`config.mk`:
```
export PLATFORM = sky130hd
export DESIGN_NAME = date_calendar
export DESIGN_NICKNAME = d
export VERILOG_FILES = /design/src/rtl/calendar_pkg.sv /design/src/rtl/month_length.sv /design/src/rtl/date_calendar.sv
export SDC_FILE = /design/constraint.sdc
export NUM_CORES = 1
export LEC_CHECK = 0
export CAP_MARGIN = 20
export CORE_UTILIZATION = 42
export DETAILED_ROUTE_END_ITERATION = 8
export HOLD_SLACK_MARGIN = 0.03
export PLACE_DENSITY = 0.87
export SYNTH_ARGS = -nofsm -noshare
export SYNTH_HDL_FRONTEND = slang
export SYNTH_HIERARCHICAL = 1
export SYNTH_SLANG_ARGS = --single-unit
```
`constraint.sdc`:
```
create_clock -name clk -period 2.9 [get_ports clk]
set_input_delay 0.58 -clock clk [delete_from_list [all_inputs] [get_ports clk]]
set_output_delay 0.58 -clock clk [all_outputs]
set_load 0.03 [all_outputs]
```
`src/rtl/calendar_pkg.sv`:
```
// Shared calendar definitions for the date counter.
//   - Field widths for day-of-month and month, and the top year offset.
//   - Month constants JAN..DEC.
//   - days_in_month(): month length given the month and a leap-year flag.
package calendar_pkg;

    localparam int DATE_W   = 5;
    localparam int MONTH_W  = 4;
    localparam int YEAR_MAX = 99;

    localparam logic [MONTH_W-1:0] JAN = 4'd1;
    localparam logic [MONTH_W-1:0] FEB = 4'd2;
    localparam logic [MONTH_W-1:0] MAR = 4'd3;
    localparam logic [MONTH_W-1:0] APR = 4'd4;
    localparam logic [MONTH_W-1:0] MAY = 4'd5;
    localparam logic [MONTH_W-1:0] JUN = 4'd6;
    localparam logic [MONTH_W-1:0] JUL = 4'd7;
    localparam logic [MONTH_W-1:0] AUG = 4'd8;
    localparam logic [MONTH_W-1:0] SEP = 4'd9;
    localparam logic [MONTH_W-1:0] OCT = 4'd10;
    localparam logic [MONTH_W-1:0] NOV = 4'd11;
    localparam logic [MONTH_W-1:0] DEC = 4'd12;

    // Month length. Anything that is not Feb or a 30-day month reports 31;
    // callers only ever present legal months, so that default is harmless.
    function automatic logic [DATE_W-1:0] days_in_month(
        input logic [MONTH_W-1:0] m,
        input logic               leap
    );
        logic [DATE_W-1:0] d;
        d = 5'd31;
        case (m)
            FEB:               d = leap ? 5'd29 : 5'd28;
            APR, JUN, SEP, NOV: d = 5'd30;
            default:           d = 5'd31;
        endcase
        return d;
    endfunction

endpackage

```
`src/rtl/month_length.sv`:
```
// Combinational month-length lookup.
// Ports:
//   month - month number 1..12
//   year  - year offset from 2000 (0..99); divisible by 4 means leap,
//           which is exact across 2000..2099
//   days  - number of days in that month (28..31)
module month_length
    import calendar_pkg::*;
#(
    parameter int YEAR_W = 7
) (
    input  logic [MONTH_W-1:0] month,
    input  logic [YEAR_W-1:0]  year,
    output logic [DATE_W-1:0]  days
);

    logic leap;

    assign leap = ((year % YEAR_W'(4)) == '0);
    assign days = days_in_month(month, leap);

endmodule

```
`src/rtl/date_calendar.sv`:
```
// Calendar date counter (day-of-month, month, year offset 0..99 = 2000..2099).
// Advances one day per hourCount (midnight carry), supports a sanitised
// parallel load, and issues registered month/year rollover pulses.
// Ports:
//   clk        - system clock
//   clear      - synchronous active-high reset to RESET_DATE/MONTH/YEAR
//   load       - load data_date/data_month/data_year (sanitised) this cycle
//   data_*     - load values
//   hourCount  - one-cycle midnight carry, advances the date by one day
//   enable     - gates databus
//   date/month/year - current calendar state
//   databus    - {year,month,date} when enable, else zero (combinational)
//   monthCount - one-cycle pulse alongside the first day of a new month
//   yearCount  - one-cycle pulse alongside Jan 1 of a new year
module date_calendar
    import calendar_pkg::*;
#(
    parameter int YEAR_W      = 7,
    parameter int RESET_DATE  = 1,
    parameter int RESET_MONTH = 1,
    parameter int RESET_YEAR  = 0
) (
    input  logic                  clk,
    input  logic                  clear,
    input  logic                  load,
    input  logic [DATE_W-1:0]     data_date,
    input  logic [MONTH_W-1:0]    data_month,
    input  logic [YEAR_W-1:0]     data_year,
    input  logic                  hourCount,
    input  logic                  enable,
    output logic [DATE_W-1:0]     date,
    output logic [MONTH_W-1:0]    month,
    output logic [YEAR_W-1:0]     year,
    output logic [9+YEAR_W-1:0]   databus,
    output logic                  monthCount,
    output logic                  yearCount
);

    localparam int BUS_W = 9 + YEAR_W;
    localparam logic [YEAR_W-1:0] YEAR_TOP = YEAR_W'(YEAR_MAX);

    logic [DATE_W-1:0]  date_reg,  date_next;
    logic [MONTH_W-1:0] month_reg, month_next;
    logic [YEAR_W-1:0]  year_reg,  year_next;
    logic               month_pulse_reg, month_pulse_next;
    logic               year_pulse_reg,  year_pulse_next;

    // Length of the current month, for the advance path.
    logic [DATE_W-1:0]  cur_days;
    // Sanitised load values and the length of the month being loaded.
    logic [MONTH_W-1:0] load_month;
    logic [YEAR_W-1:0]  load_year;
    logic [DATE_W-1:0]  load_days;
    logic [DATE_W-1:0]  load_date;

    logic last_day;
    logic last_month;
    logic last_year;

    month_length #(.YEAR_W(YEAR_W)) u_cur_len (
        .month (month_reg),
        .year  (year_reg),
        .days  (cur_days)
    );

    month_length #(.YEAR_W(YEAR_W)) u_load_len (
        .month (load_month),
        .year  (load_year),
        .days  (load_days)
    );

    // Load sanitisation: month and year are fixed first, then the date is
    // clamped against the length of the resulting month, so e.g. 31/2 in a
    // non-leap year lands on the 28th.
    always_comb begin
        load_month = data_month;
        if (data_month == '0 || data_month > DEC)
            load_month = JAN;

        load_year = data_year;
        if (data_year > YEAR_TOP)
            load_year = YEAR_TOP;

        load_date = data_date;
        if (data_date == '0)
            load_date = 5'd1;
        else if (data_date > load_days)
            load_date = load_days;
    end

    // ">=" rather than "==" keeps the counter self-correcting should the
    // state ever be out of range.
    assign last_day   = (date_reg >= cur_days);
    assign last_month = (month_reg >= DEC);
    assign last_year  = (year_reg >= YEAR_TOP);

    always_comb begin
        date_next        = date_reg;
        month_next       = month_reg;
        year_next        = year_reg;
        month_pulse_next = 1'b0;
        year_pulse_next  = 1'b0;

        if (load) begin
            date_next  = load_date;
            month_next = load_month;
            year_next  = load_year;
        end else if (hourCount) begin
            if (!last_day) begin
                date_next = date_reg + 5'd1;
            end else begin
                date_next        = 5'd1;
                month_pulse_next = 1'b1;
                if (!last_month) begin
                    month_next = month_reg + 4'd1;
                end else begin
                    month_next      = JAN;
                    year_pulse_next = 1'b1;
                    year_next       = last_year ? '0 : year_reg + YEAR_W'(1);
                end
            end
        end
    end

    always_ff @(posedge clk) begin
        if (clear) begin
            date_reg        <= DATE_W'(RESET_DATE);
            month_reg       <= MONTH_W'(RESET_MONTH);
            year_reg        <= YEAR_W'(RESET_YEAR);
            month_pulse_reg <= 1'b0;
            year_pulse_reg  <= 1'b0;
        end else begin
            date_reg        <= date_next;
            month_reg       <= month_next;
            year_reg        <= year_next;
            month_pulse_reg <= month_pulse_next;
            year_pulse_reg  <= year_pulse_next;
        end
    end

    assign date       = date_reg;
    assign month      = month_reg;
    assign year       = year_reg;
    assign monthCount = month_pulse_reg;
    assign yearCount  = year_pulse_reg;

    logic [BUS_W-1:0] bus_raw;
    assign bus_raw = {year_reg, month_reg, date_reg};

    genvar gi;
    generate
        for (gi = 0; gi < BUS_W; gi++) begin : g_bus_gate
            assign databus[gi] = bus_raw[gi] & enable;
        end
    endgenerate

endmodule
```
* Yosys cells after proc, flatten, opt, wreduce, memory -nomap -nowiden *
Index checks and enable logic that the tools add are counted.
Widths: inputs -> output; s select.

cells by class
  add/subtract/negate cells = 3
  $lt $le $gt $ge = 6
  equality and inequality tests = 10
  muxes and demuxes = 22
  bitwise logic cells = 18
  reduce and logical (&&, ||, !) cells = 14

operator list
  cell                 count
  $mux 7               6
  $mux 5               5
  $mux 4               5
  $pmux 5 s2           2
  $and 1x1->1          16
  $eq 4x3->1 const B   4
  $eq 4x4->1 const B   4
  $logic_not 7->1      2
  $reduce_or 4->1      3
  $eq 4x2->1 const B   2
  $add 7x1->7 const B  1
  $ge 7x7->1 const B   1
  $gt 7x7->1 const B   1
  $reduce_bool 2->1    3
  $add 5x1->5 const B  1
  $ge 5x5->1           1
  $gt 5x5->1           1
  $logic_not 5->1      1
  $add 4x1->4 const B  1
  $ge 4x4->1 const B   1
  $gt 4x4->1 const B   1
  $logic_not 4->1      1
  $mux 1               4
  $reduce_and 3->1     1
  4 further kinds      5

word-level totals
  register bits = 18
  input bits = 21
  output and inout bits = 34
  logic and storage cells = 78

* Depth between registers and ports, before layout *
  word-level depth = 10
  depth in mapped cells = 11
  gate-level depth less buffers = 11

* By module *
The synthesis kept the hierarchy.

by module, submodules not included
  module         times used  cells each  area an instance (um2)  sequential area each (um2)
  date_calendar  1           199         1542.7                  360.3
  month_length   2           10          72.6                    0.0

* Worst setup path before layout *
No wires, ideal clock.

  path kind = input to register
  from = input data_month[2]
  to = register date_reg[2] (netlist: date[2])
  arrival = 2590 ps
  required time = 2770 ps
  path slack = 180 ps
  stages = 11
  cell sequence = and3_1 nor3_1 inv_1 or4b_1 inv_1 ha_1 nor2b_1 o31ai_1 a21oi_2 mux2i_1 o211ai_1

on the way
  longest elaborated chain between the ends = 10
  elaborated cells between the ends (all ways) = 15
  those cells by class = order compare (2); eq/ne (5); mux (5); reduce/logical (3)

RTL lines
  item                                           RTL line              source
  start, declared                                date_calendar.sv:27   input logic [MONTH_W-1:0] data_month,
  $gt 4x4->1 or $logic_not 4->1 (tied branches)  date_calendar.sv:77   if (data_month == '0 || data_month > DEC)
  $logic_or 1x1->1 *                             date_calendar.sv:77
  $mux 4 *                                       date_calendar.sv:77
  net load_month[0]                              date_calendar.sv:51   logic [MONTH_W-1:0] load_month;
  $eq 4x3->1 or $eq 4x4->1 (tied branches)       calendar_pkg.sv:32    case (m)
  $reduce_or 4->1                                calendar_pkg.sv:32
  $pmux 5 s2 *                                   calendar_pkg.sv:32
  net load_days[1]                               date_calendar.sv:53   logic [DATE_W-1:0] load_days;
  $gt 5x5->1 *                                   date_calendar.sv:87   else if (data_date > load_days)
  $mux 5 *                                       date_calendar.sv:87
  $mux 5 *                                       date_calendar.sv:85   if (data_date == '0)
  $mux 5 *                                       date_calendar.sv:104  if (load) begin
  end signal, assigned                           date_calendar.sv:127  date_reg <= DATE_W'(RESET_DATE);
  end signal, assigned                           date_calendar.sv:133  date_reg <= date_next;
  end, declared                                  date_calendar.sv:42   logic [DATE_W-1:0] date_reg, date_next;

The timed path passes the listed nets; every way through them passes the cells marked *.
A chain may end at the register's enable or synchronous reset.

* Final worst setup path *
  from = input data_month[2]
  to = register date_reg[4] (netlist: date[4])

Same word-level chain as after synthesis.

==> flow_metrics.tcl <==
set metrics [dict create \
    final.setup_skew_ns 0.00214 \
    wl_mm 4.64 \
    p_leak_nw 1.10 \
    clock_path_buffers 2 \
    portBuffers 54 \
    period_share_pct 96.0 \
    cts_buffers 3 \
    grtUsageMet3_pct 0.694 \
    fin_area_um2 2490 \
    cts_max_level 1 \
    crit_start "data_month[2]" \
    min_path_type "register to register" \
    antenna_found_initial 0 \
    largest_reg_flops 7 \
    grt_pass1_vias 1745 \
    grt_pass1_wl_mm 7.87 \
    use_met1_pct 30.1 \
    initial_core_util_pct 44.7 \
    grt.busiest_layer "met2" \
    drive_gt1_share_pct 17.0 \
    required_ns 3.04 \
    fin_nets 324 \
    die_h_um 65.1 \
    fmax_ghz 0.359 \
    wire_per_inst_um 13.8 \
    drv_slew 0 \
    clkSlewWorstSetupHoldPaths_ns 0.07 \
    hold_viol_final 0 \
    globalplace.congestion 0.860 \
    cp-end-kind "register" \
    first_pass_iters 4 \
    r2r_start "month[2]" \
    p_switching_uw 310 \
    first_iter_violations 52 \
    std_cell_rows 22 \
    peakVddDrop_uv 150 \
    cp_max_fo 5 \
    r2r-end "year[6]" \
    slew_headroom_pct 57.7 \
    die_x_um 65.1 \
    status "finished, final reports clean" \
    reg2regPathDepth 8 \
    power_frac_comb_pct 41.8 \
    sequentialPowerShare_pct 34.2 \
    critPathKind "primary input to register" \
    io_pins 55 \
    cts_num_sinks 18 \
    synth_cells 216 \
    period_minus_slack_ns 2.78 \
    drc 0 \
    grt_overflow 0 \
    worst_pin_slew_ns 0.632 \
    vias 1876 \
    dp_hpwl_mm 3.25 \
    grt_usage_pct 23.5 \
    worst_setup_path_start_kind "primary input" \
    hold_depth 2 \
    core_area_um2 3740 \
    fin_setup_tns_ns 0 \
    hp-start "year[1]" \
    p_int_uw 563 \
    clock_latency_ns 0.26 \
    p_per_area_nw_per_um2 350 \
    yosys_warnings 6 \
    min_to "year[1]" \
    routed_via_density 5.57 \
    pwr-share-clk_pct 23.9 \
    setup_viol 0 \
    drv_cap 0 \
    diodes 0 \
    hold_slack_ns 0.590 \
    fin_util_pct 66.6 \
    arrival_ns 2.92 \
    avgSynthCellArea_um2 7.75 \
    cts-root-buf "clkbuf_8" \
    postRouteAntennaNets 0 \
    r2r_setup_slack_ns 0.39 \
    place_area_um2 2320 \
    syn_area_um2 1670 \
    cts_tree "yes" \
    p_sw_share_pct 35.5 \
    grt_max_degree 17 \
    die_area_um2 4240 \
    area_growth_pct 49.0 \
    grtUsageMet2_pct 40.9 \
]
-- cell usage in the layout (no fill, tap or decap), types with 3 or more instances in the layout --
| cell | count |
|---|---|
| nand3b_1 | 3 |
| nand4_1 | 3 |
| nand3_1 | 5 |
| o21ai_0 | 7 |
| dfxtp_1 | 18 |
| dlygate4sd2_1 | 3 |
| nor3_1 | 4 |
| nor3b_1 | 3 |
| nand2b_1 | 6 |
| mux2i_1 | 7 |
| o211ai_1 | 3 |
| dlymetal6s2s_1 | 3 |
| nor2b_1 | 3 |
| inv_1 | 13 |
| conb_1 | 6 |
| nor2_1 | 15 |
| o21a_1 | 3 |
| clkbuf_8 | 4 |
| clkdlybuf4s50_1 | 47 |
| and2_1 | 17 |
| o22ai_1 | 3 |
| buf_4 | 22 |
| nand2_1 | 21 |
| a211oi_1 | 3 |
| a21oi_1 | 9 |
| ha_1 | 11 |
-- worst max-delay path, stage by stage --
cell and delay (ns):
dlygate4sd2_1 0.25, and3_4 0.18, nor3_4 0.16, inv_1 0.08
or4b_4 0.49, inv_2 0.08, ha_4 0.19, nor2b_2 0.15
o31ai_2 0.23, a21oi_2 0.14, buf_4 0.16, mux2i_1 0.15
o22ai_1 0.08
-- layer usage --
metal  up-vias  share of wire [%]
li1        919                  -
met1       877                 44
met2        67                 50
met3        13                3.7
met4         0                2.5
met5         -                  0
-- worst max-delay path by stage --
stage	endpoint	slack, ns	cells past startpoint
after global routing	date[2]	-0.04	12
final	date[4]	0.12	13
after CTS	date[4]	0.03	13
after floorplan	date[2]	0.18	11
after detailed placement	date[3]	-0.56	13
after global placement	date[3]	-0.46	13
-- metrics by stage --
step                      setup slack, ns  cells  power [mW]
after floorplan                     0.180    220       0.504
after global placement             -0.461    327       0.630
after detailed placement           -0.560    327       0.638
after CTS                          0.0282    336       0.861
after global routing              -0.0379    337       0.921
final                               0.117    337       0.873
-- timing repair --
| item | in CTS | in global routing |
|---|---|---|
| setup endpoints to repair | 5 | 5 |
| cloned | 0 | 0 |
| resized for setup | 14 | 11 |
| setup buffers | 5 | 1 |
| hold buffers | 0 | 0 |
| pin swaps | 8 | 9 |
-- area by class of cell --
| class | instances | area, µm² |
|---|---|---|
| sequential | 18 | 360 |
| multi-input combinational | 177 | 1260 |
| tap | 48 | 60.1 |
| inverter | 14 | 52.6 |
| clock buffer | 4 | 55.1 |
| fill | 313 | 1250 |
| timing repair buffer | 76 | 709 |
-- power by group through the flow --
stage / clock [mW] / sequential, mW / combinational (mW)
after detailed placement: 0 / 0.304 / 0.334
after global placement: 0 / 0.303 / 0.327
after global routing: 0.217 / 0.303 / 0.401
after floorplan: 0 / 0.329 / 0.175
after CTS: 0.212 / 0.299 / 0.351
final: 0.209 / 0.299 / 0.365
(Power assumes the default switching activity.)
